[src/rtl/uart_pkg.sv]
// ============================================================================
//  Module      : uart_pkg
//  Description : Shared types, constants and helpers for the UART TX engine.
//  Revision    : 1.0 - initial release
// ============================================================================
`default_nettype none

package uart_pkg;

    typedef enum logic [2:0] {
        TX_IDLE   = 3'd0,
        TX_START  = 3'd1,
        TX_DATA   = 3'd2,
        TX_PARITY = 3'd3,
        TX_STOP   = 3'd4,
        TX_DONE   = 3'd5,
        TX_REARM  = 3'd6
    } tx_state_t;

    localparam int unsigned c_data_bits      = 8;
    localparam int unsigned c_frame_bits     = 10;
    localparam int unsigned c_frame_bits_par = 11;

    // Integer division truncates, matching the nominal bit period rounding.
    function automatic int unsigned clks_per_bit(input int unsigned clk_freq,
                                                 input int unsigned baud);
        return clk_freq / baud;
    endfunction

endpackage

`default_nettype wire

[src/rtl/uart_baud_counter.sv]
// ============================================================================
//  Module      : uart_baud_counter
//  Description : Bit-period timer; strobes bit_end on the last cycle of a bit.
//  Revision    : 1.0 - initial release
// ============================================================================
`default_nettype none

module uart_baud_counter #(
    parameter int unsigned CLKS_PER_BIT = 868
) (
    input  logic CLK100MHZ,
    input  logic reset,
    input  logic i_clear,
    input  logic i_enable,
    output logic o_bit_end
);

    localparam int unsigned           c_cnt_w = (CLKS_PER_BIT > 2) ? $clog2(CLKS_PER_BIT) : 1;
    localparam logic [c_cnt_w-1:0]    c_last  = c_cnt_w'(CLKS_PER_BIT - 1);

    logic [c_cnt_w-1:0] r_cnt;

    always_ff @(posedge CLK100MHZ or posedge reset) begin
        if (reset) begin
            r_cnt <= '0;
        end else if (i_clear) begin
            r_cnt <= '0;
        end else if (i_enable) begin
            if (r_cnt == c_last) begin
                r_cnt <= '0;
            end else begin
                r_cnt <= r_cnt + 1'b1;
            end
        end
    end

    assign o_bit_end = i_enable && (r_cnt == c_last);

endmodule

`default_nettype wire

[src/rtl/uart_tx_engine.sv]
// ============================================================================
//  Module      : uart_tx_engine
//  Description : 8N1 (optional parity) UART serializer with isTX/done handshake.
//  Revision    : 1.0 - initial release
// ============================================================================
`default_nettype none

module uart_tx_engine
    import uart_pkg::*;
#(
    parameter int unsigned CLK_FREQ   = 100_000_000,
    parameter int unsigned BAUD       = 115200,
    parameter bit          PARITY_EN  = 1'b0,
    parameter bit          PARITY_ODD = 1'b0
) (
    input  logic       CLK100MHZ,
    input  logic       reset,
    input  logic       isTX,
    input  logic [7:0] data,
    output logic       UART_RXD_OUT,
    output logic       done,
    output logic       busy
);

    localparam int unsigned c_clks_per_bit = clks_per_bit(CLK_FREQ, BAUD);

    generate
        if (c_clks_per_bit < 2) begin : g_cpb_check
            $error("uart_tx_engine: CLKS_PER_BIT must be at least 2");
        end
    endgenerate

    tx_state_t  r_state,  w_state_nxt;
    logic [7:0] r_shift,  w_shift_nxt;
    logic [2:0] r_bit_idx, w_bit_idx_nxt;
    logic       r_parity, w_parity_nxt;
    logic       r_line,   w_line_nxt;
    logic       r_done,   w_done_nxt;
    logic       r_busy,   w_busy_nxt;
    logic       w_clear;
    logic       w_baud_en;
    logic       w_bit_end;

    assign w_baud_en = (r_state == TX_START) || (r_state == TX_DATA) ||
                       (r_state == TX_PARITY) || (r_state == TX_STOP);

    uart_baud_counter #(
        .CLKS_PER_BIT (c_clks_per_bit)
    ) u_baud (
        .CLK100MHZ (CLK100MHZ),
        .reset     (reset),
        .i_clear   (w_clear),
        .i_enable  (w_baud_en),
        .o_bit_end (w_bit_end)
    );

    always_ff @(posedge CLK100MHZ or posedge reset) begin
        if (reset) begin
            r_state   <= TX_IDLE;
            r_shift   <= '0;
            r_bit_idx <= '0;
            r_parity  <= 1'b0;
            r_line    <= 1'b1;
            r_done    <= 1'b0;
            r_busy    <= 1'b0;
        end else begin
            r_state   <= w_state_nxt;
            r_shift   <= w_shift_nxt;
            r_bit_idx <= w_bit_idx_nxt;
            r_parity  <= w_parity_nxt;
            r_line    <= w_line_nxt;
            r_done    <= w_done_nxt;
            r_busy    <= w_busy_nxt;
        end
    end

    // Line value is registered one cycle ahead: each transition loads the next bit.
    always_comb begin
        w_state_nxt   = r_state;
        w_shift_nxt   = r_shift;
        w_bit_idx_nxt = r_bit_idx;
        w_parity_nxt  = r_parity;
        w_line_nxt    = r_line;
        w_done_nxt    = 1'b0;
        w_busy_nxt    = r_busy;
        w_clear       = 1'b0;

        case (r_state)
            TX_IDLE: begin
                w_line_nxt = 1'b1;
                if (isTX) begin
                    w_shift_nxt   = data;
                    w_parity_nxt  = (^data) ^ PARITY_ODD;
                    w_bit_idx_nxt = '0;
                    w_line_nxt    = 1'b0;
                    w_busy_nxt    = 1'b1;
                    w_clear       = 1'b1;
                    w_state_nxt   = TX_START;
                end
            end
            TX_START: begin
                if (w_bit_end) begin
                    w_line_nxt  = r_shift[0];
                    w_state_nxt = TX_DATA;
                end
            end
            TX_DATA: begin
                if (w_bit_end) begin
                    if (r_bit_idx == 3'(c_data_bits - 1)) begin
                        w_bit_idx_nxt = '0;
                        if (PARITY_EN) begin
                            w_line_nxt  = r_parity;
                            w_state_nxt = TX_PARITY;
                        end else begin
                            w_line_nxt  = 1'b1;
                            w_state_nxt = TX_STOP;
                        end
                    end else begin
                        w_bit_idx_nxt = r_bit_idx + 3'd1;
                        w_shift_nxt   = r_shift >> 1;
                        w_line_nxt    = r_shift[1];
                    end
                end
            end
            TX_PARITY: begin
                if (w_bit_end) begin
                    w_line_nxt  = 1'b1;
                    w_state_nxt = TX_STOP;
                end
            end
            TX_STOP: begin
                if (w_bit_end) begin
                    w_done_nxt  = 1'b1;
                    w_state_nxt = TX_DONE;
                end
            end
            TX_DONE: begin
                w_busy_nxt  = 1'b0;
                w_state_nxt = TX_REARM;
            end
            TX_REARM: begin
                // Hold off until upstream releases the request it just had serviced.
                if (!isTX) begin
                    w_state_nxt = TX_IDLE;
                end
            end
            default: begin
                w_line_nxt  = 1'b1;
                w_busy_nxt  = 1'b0;
                w_state_nxt = TX_IDLE;
            end
        endcase
    end

    assign UART_RXD_OUT = r_line;
    assign done         = r_done;
    assign busy         = r_busy;

endmodule

`default_nettype wire

[config.mk]
export PLATFORM = sky130hd
export DESIGN_NAME = uart_tx_engine
export DESIGN_NICKNAME = d
export VERILOG_FILES = /design/src/rtl/uart_pkg.sv /design/src/rtl/uart_baud_counter.sv /design/src/rtl/uart_tx_engine.sv
export SDC_FILE = /design/constraint.sdc
export NUM_CORES = 1
export LEC_CHECK = 0
export ABC_AREA = 1
export BUFFER_PORTS_ARGS = -buffer_cell sky130_fd_sc_hd__buf_2
export CAP_MARGIN = 10
export CORE_ASPECT_RATIO = 1.2
export CORE_MARGIN = 2
export CORE_UTILIZATION = 55
export CTS_BUF_LIST = sky130_fd_sc_hd__clkbuf_8
export DETAILED_ROUTE_END_ITERATION = 10
export PLACE_DENSITY = 0.77
export SETUP_SLACK_MARGIN = 0.4
export SYNTH_ARGS = -nofsm -noshare
export SYNTH_HDL_FRONTEND = slang
export SYNTH_HIERARCHICAL = 1
export SYNTH_SLANG_ARGS = --single-unit
[constraint.sdc]
create_clock -name CLK100MHZ -period 2 [get_ports CLK100MHZ]
set_clock_uncertainty 0.15 [all_clocks]
set_input_delay 0 -clock CLK100MHZ [delete_from_list [all_inputs] [get_ports CLK100MHZ]]
set_output_delay 0 -clock CLK100MHZ [all_outputs]
set_load 0.01 [all_outputs]
==> results of run 1 <==
-- Yosys cell counts, drive strengths merged --
cell	number	area, um^2
nor3	5	35.0
xnor2	1	8.76
nor2	23	129
dfrtp	26	651
a21oi	7	42.5
nand3	25	125
dfstp	1	26.3
inv	25	93.8
mux2i	1	10.0
buf	2	16.3
nand2	88	368
ha	4	50.1
a2bb2oi	1	8.76
o21ai	4	35.0
nand4	1	6.26
-- per-layer routing --
metal  wire length, um  GRT usage [%]  vias up
met1              1680           29.9      768
met2              2300           47.5       60
met4               138           10.9        0
met5                 0              0        -
met3               232           2.61       16
li1                  -              -      776
-- power groups by stage --
stage	clock network (mW)	registers, mW	logic, mW
floorplan	0	0.883	0.958
global placement	0	0.906	1.15
detailed placement	0	0.917	1.17
CTS	0.319	0.895	1.52
global route	0.351	0.939	1.97
finish	0.324	0.926	1.81
-- area by class of cell --
class | count | area (um^2) | share of cell area [%]
repair buffers | 49 | 369 | 16.6
clock buffers | 3 | 41.3 | 1.86
well taps | 34 | 42.5 | 1.92
multi-input cells | 160 | 973 | 43.8
flip-flops and latches | 27 | 679 | 30.6
clock inverters | 1 | 5.00 | 0.225
inverters | 25 | 110 | 4.96
-- worst max-delay path, cell delays in order (launching register included) --
cell	delay, ns
dfrtp_2	0.49
nor2_4	0.19
nand2_4	0.08
nand3_4	0.10
inv_2	0.06
nor2_4	0.17
nand2_1	0.14
nand2_2	0.13
nand2_2	0.08
nand2_1	0.07
nand2_1	0.07
-- sequential cells by signal, indices dropped and copies added, names as in the netlist --
signal	cells
u_baud/r_cnt	10
r_shift	8
r_bit_idx	3
r_state	3
UART_RXD_OUT	1
busy	1
done	1
-- logic make-up (layout without fill, tap and decap cells) --
logic type / Yosys count / in the layout / share of synthesized area [%]
and+or+nand+nor: 142 / 142 / 41.3
DFF: 27 / 27 / 42.2
buffers and inverters: 27 / 78 / 6.86
AOI/OAI and AO/OA: 12 / 12 / 5.38
adders and majority gates: 4 / 4 / 3.12
xor gates and xnor gates: 1 / 1 / 0.546
muxes: 1 / 1 / 0.624
-- timing repair --
action / 4_1_cts / 5_1_grt
hold endpoints to repair: 34 / 0
setup endpoints to repair: 23 / 26
gates resized for setup: 14 / 21
pin swaps: 12 / 9
hold buffers: 9 / 0
setup buffers: 19 / 6
-- through the flow --
| step | total power, mW | cell area, um^2 | hold WS, ns | instances | utilization, % |
|---|---|---|---|---|---|
| 6_report | 3.06 | 2220 | 0.0695 | 299 | 79.7 |
| 4_1_cts | 2.74 | 2100 | 0.0264 | 293 | 75.4 |
| 3_3_place_gp | 2.05 | 1770 | -0.143 | 261 | 63.6 |
| 5_1_grt | 3.26 | 2220 | 0.110 | 299 | 79.7 |
| 3_5_place_dp | 2.08 | 1770 | -0.140 | 261 | 63.6 |
| 2_1_floorplan | 1.84 | 1660 | -0.310 | 214 | - |
-- how the worst max path moves through the flow --
stage	from	endpoint	slack, ns	cells past startpoint
3_5_place_dp	u_baud/r_cnt[0]$_DFFE_PP0P_	r_bit_idx[1]$_DFFE_PP0P_	0.19	10
6_report	r_state[1]$_DFFE_PP0P_	r_state[0]$_DFFE_PP0P_	0.17	10
3_3_place_gp	u_baud/r_cnt[0]$_DFFE_PP0P_	r_bit_idx[1]$_DFFE_PP0P_	0.19	10
5_1_grt	u_baud/r_cnt[0]$_DFFE_PP0P_	r_state[0]$_DFFE_PP0P_	0.06	10
4_1_cts	r_state[1]$_DFFE_PP0P_	r_shift[2]$_DFFE_PP0P_	0.28	10
2_1_floorplan	r_state[2]$_DFFE_PP0P_	r_bit_idx[1]$_DFFE_PP0P_	0.34	11
==> results.py, run 1 <==
metrics = {
    "status": {
        "status": "completed",
    },
    "clocking": {
        "cts_buffers": 3,
        "path_clk_slew_ns": 0.10,
        "htreeDepth": 1,
        "cts.sinks": 27,
        "clk_latency_ns": 0.28,
        "cts_tree": "done",
        "cts_buffer_depth": 2,
        "cts-root-buf": "clkbuf_8",
    },
    "global_routing": {
        "grt_antenna_before_repair": 0,
        "grt_max_degree": 18,
        "grt_pass1_vias": 1598,
        "grtUsageTotal_pct": 26.2,
        "grt_pass1_wl_um": 6760,
        "grt-ovfl-total": 0,
    },
    "synthesis": {
        "syn_inst": 214,
        "ys_seq_area_share_pct": 42.2,
        "syn_avg_cell_area_um2": 7.50,
        "syn_area_mm2": 0.00161,
        "ys_seq_elements": 27,
        "syn_nets": 229,
        "yosys_warnings": 6,
        "synth_cell_type_count": 26,
    },
    "pwr": {
        "power_leakage_nw": 1.18,
        "vdd_drop_max_v": 0.000999,
        "combPwrFrac_pct": 59.2,
        "p_int_mw": 1.65,
        "p_sw_share_pct": 46.0,
        "pwr-share-clk_pct": 10.6,
        "pwr-share-seq_pct": 30.2,
        "p_switching_mw": 1.41,
        "power_density_mw_per_mm2": 1380,
    },
    "hold_path": {
        "hold_class": "primary input to flip-flop",
        "hold_path_depth": 6,
        "min_to": "UART_RXD_OUT$_DFFE_PP1P_",
        "holdCritStartpoint": "isTX",
    },
    "timing": {
        "fin_ws_ns": 0.172,
        "clock.fmax_ghz": 0.547,
        "finalCritPeriodShare_pct": 91.4,
        "layout_min_cycle_time_ns": 1.83,
        "slew_violations": 0,
        "fin_setup_tns_ns": 0,
        "relSlewSlack_pct": 54.5,
        "rsz0062_at_grt": "yes",
        "setup_viol": 0,
        "hold_viol_final": 0,
        "worst_slew_pin_slew_ns": 0.682,
    },
    "critical_path": {
        "worstSetupStartpointType": "flip-flop",
        "endpoint_kind": "flip-flop",
        "worstPathArrival_ns": 1.84,
        "reg2reg_from": "r_state[1]$_DFFE_PP0P_",
        "cp_max_fo": 5,
        "cp.required_ns": 2.02,
        "criticalPathCategory": "flip-flop to flip-flop",
        "reg2reg_to": "r_state[0]$_DFFE_PP0P_",
        "reg2reg_depth": 10,
        "r2r_setup_slack_ns": 0.17,
    },
    "finish": {
        "area_growth_pct": 38.3,
        "nets": 281,
        "fill_cells": 178,
        "diodes": 0,
        "drive_gt1_share_pct": 38.5,
        "layout_commonest_cell": "nand2_1",
        "mostFrequentLayoutCells": "nand2_1 (71), dfrtp_1 (24), buf_4 (24)",
    },
    "drt": {
        "remaining_drc_errors": 0,
        "drt_iter0_drc": 59,
        "vias": 1620,
        "wl_per_cell_um": 14.6,
        "dr.pass1.iters": 4,
        "viasPerCell": 5.42,
        "totalWireLength_um": 4360,
        "drtAntennaViolNets": 0,
    },
    "die": {
        "dieHeight_um": 63.2,
        "core_area_mm2": 0.00279,
        "io_pins": 14,
        "die-area_mm2": 0.00337,
        "initial_core_util_pct": 57.6,
        "fp-row-count": 21,
        "die_w_um": 53.3,
    },
    "place": {
        "dp_hpwl_um": 2450,
        "place_ws_ns": 0.191,
        "portBuffers": 13,
        "place_congestion": 0.843,
    },
    "job": {
        "cap_violations": 0,
    },
}
(Power assumes the default switching activity.)
==> run 2, diff against run 1 <==
--- a/config.mk
+++ b/config.mk
@@ -9,7 +9,7 @@
 export BUFFER_PORTS_ARGS = -buffer_cell sky130_fd_sc_hd__buf_2
 export CAP_MARGIN = 10
 export CORE_ASPECT_RATIO = 1.2
-export CORE_MARGIN = 2
+export CORE_MARGIN = 4
 export CORE_UTILIZATION = 55
 export CTS_BUF_LIST = sky130_fd_sc_hd__clkbuf_8
 export DETAILED_ROUTE_END_ITERATION = 10
==> results.py, run 2 (same netlist as run 1, synthesis figures left out) <==
metrics = {
    "critical_path": {
        "cp_num_cells": 10,
        "cp_cell_sequence": "nor2_4, nand2_4, nand3_4, inv_2, nor2_4, nor2_2, nor2_2, buf_4, nand3_1, nand2_1",
        "reg2reg_to": "r_state[0]$_DFFE_PP0P_",
        "endpoint_kind": "flip-flop",
        "cp_num_buf_inv": 2,
        "worstSetupStartpointType": "flip-flop",
        "path_delay_family": "simple AND/OR/NAND/NOR gates",
        "reg2reg_depth": 10,
        "criticalPathCategory": "flip-flop to flip-flop",
        "cp.required_ns": 2.06,
        "cp_max_fo": 4,
        "worstPathArrival_ns": 1.91,
        "max_stage_delay_ns": 0.48,
        "worstSetupEndpoint": "r_state[0]$_DFFE_PP0P_",
        "r2r_setup_slack_ns": 0.15,
        "critical-path-slowest-cell": "dfrtp_2",
        "setup.worst_path.start": "r_state[0]$_DFFE_PP0P_",
        "reg2reg_from": "r_state[0]$_DFFE_PP0P_",
    },
    "pwr": {
        "power_leakage_nw": 1.20,
        "finalPower_mw": 3.20,
        "power_density_mw_per_mm2": 1400,
        "vdd_drop_max_v": 0.00111,
    },
    "place": {
        "postPlaceCellArea_mm2": 0.00177,
        "portBuffers": 13,
        "place_ws_ns": 0.165,
        "place_congestion": 0.864,
        "dp_hpwl_um": 2360,
    },
    "timing": {
        "worst_slew_pin_slew_ns": 0.663,
        "relSlewSlack_pct": 55.8,
        "fin_ws_ns": 0.152,
        "fin_setup_tns_ns": 0,
        "slew_violations": 0,
        "hold_viol_final": 1,
        "finalCritPeriodShare_pct": 92.4,
        "layout_min_cycle_time_ns": 1.85,
        "setup_viol": 0,
        "hold_slack_ns": -0.00391,
        "clock.fmax_ghz": 0.541,
        "rsz0062_at_grt": "yes",
    },
    "finish": {
        "nets": 287,
        "layout_commonest_cell": "nand2_1",
        "diodes": 0,
        "fill_cells": 179,
        "post-route-util_pct": 81.9,
        "drive_gt1_share_pct": 39.9,
        "final_area_mm2": 0.00228,
        "top_regs": "u_baud/r_cnt (10), r_shift (8)",
        "mostFrequentLayoutCells": "nand2_1 (71), buf_4 (31), dfrtp_1 (24)",
        "area_growth_pct": 42.1,
        "largest_register_ff_count": 10,
        "regMostFlops": "u_baud/r_cnt",
    },
    "status": {
        "violations": "negative hold slack",
        "status": "finished with violations",
    },
    "drt": {
        "vias": 1591,
        "drtAntennaViolNets": 0,
        "dr.pass1.iters": 4,
        "remaining_drc_errors": 0,
        "viasPerCell": 5.22,
        "drt_iter0_drc": 65,
        "wl_per_cell_um": 14.1,
        "totalWireLength_um": 4310,
    },
    "job": {
        "cap_violations": 0,
    },
    "global_routing": {
        "grtUsageTotal_pct": 22.1,
        "grt_max_degree": 18,
        "grt_pass1_vias": 1576,
        "grt-ovfl-total": 0,
        "grt_pass1_wl_um": 6750,
        "grt_antenna_before_repair": 0,
    },
    "die": {
        "io_pins": 14,
        "initial_core_util_pct": 57.6,
        "die_w_um": 57.3,
        "core_area_mm2": 0.00279,
        "die-area_mm2": 0.00385,
        "fp-row-count": 21,
        "dieHeight_um": 67.2,
    },
    "clocking": {
        "path_clk_slew_ns": 0.10,
        "cts_buffer_depth": 2,
        "clk_latency_ns": 0.27,
        "cts-root-buf": "clkbuf_8",
        "cts_tree": "done",
        "cts_buffers": 3,
        "cts.sinks": 27,
        "htreeDepth": 1,
    },
    "hold_path": {
        "hold_class": "primary input to flip-flop",
    },
}
run 2: cell count changes in the layout (fill, tap and decap cells not counted), moves of 2 or more:
cell | before | now
buf_4 | 24 | 31
nand3_1 | 21 | 17
nand3_2 | 1 | 5
a21oi_1 | 1 | 3
a21oi_2 | 6 | 4
buf_6 | 3 | 1
inv_1 | 15 | 17
inv_2 | 4 | 2
run 2: timing repair:
action	CTS	global route
hold buffers	9	0
endpoints found under the setup margin	23	26
endpoints found under the hold margin	34	0
pin swaps	12	15
resized for setup	19	13
buffers inserted	18	13
run 2: stage by stage:
| stage | hold slack (ns) | instances |
|---|---|---|
| final | -0.00391 | 305 |
| after global placement | -0.149 | 261 |
| after floorplan | -0.310 | 214 |
| after global routing | 0.0494 | 305 |
| after CTS | 0.0156 | 292 |
| after detailed placement | -0.142 | 261 |
run 2: worst min-delay path, stage by stage:
cell and delay (ns):
buf_2 0.12, inv_1 0.05, nand3_2 0.07, nand3_1 0.07, nand2_1 0.06, nand2_1 0.05
run 2: metal layers:
| metal | global-route usage [%] | up-vias | routed length (um) | share of wire (%) |
|---|---|---|---|---|
| met3 | 3.06 | 10 | 174 | 4.0 |
| met2 | 40.3 | 45 | 2290 | 53 |
| met4 | 8.99 | 0 | 88 | 2.0 |
| met5 | 0 | - | 0 | 0 |
| met1 | 26.1 | 747 | 1760 | 41 |
| li1 | - | 789 | - | - |
run 2: how the worst min path moves through the flow:
stage	start	end	slack, ns	cells after the start
finish	isTX	UART_RXD_OUT$_DFFE_PP1P_	-0.004	6
global route	isTX	UART_RXD_OUT$_DFFE_PP1P_	0.05	6
CTS	isTX	UART_RXD_OUT$_DFFE_PP1P_	0.02	6
detailed placement	reset	u_baud/r_cnt[0]$_DFFE_PP0P_	-0.14	2
global placement	reset	u_baud/r_cnt[0]$_DFFE_PP0P_	-0.15	2
floorplan	reset	u_baud/r_cnt[0]$_DFFE_PP0P_	-0.31	1
run 2: cell type report:
type | instances | area, um^2 | share of cell area (%)
Clock buffer | 3 | 41.3 | 1.81
Clock inverter | 1 | 7.51 | 0.329
Inverter | 25 | 110 | 4.83
Timing Repair Buffer | 55 | 419 | 18.4
Multi-Input combinational cell | 160 | 981 | 43.0
Sequential cell | 27 | 679 | 29.8
Tap cell | 34 | 42.5 | 1.87
run 2: report_power, final:
part / switching [mW] / internal (mW) / total (mW)
logic: 1.09 / 0.878 / 1.97
clock network: 0.182 / 0.141 / 0.323
registers: 0.170 / 0.740 / 0.911
total: 1.44 / 1.76 / 3.20
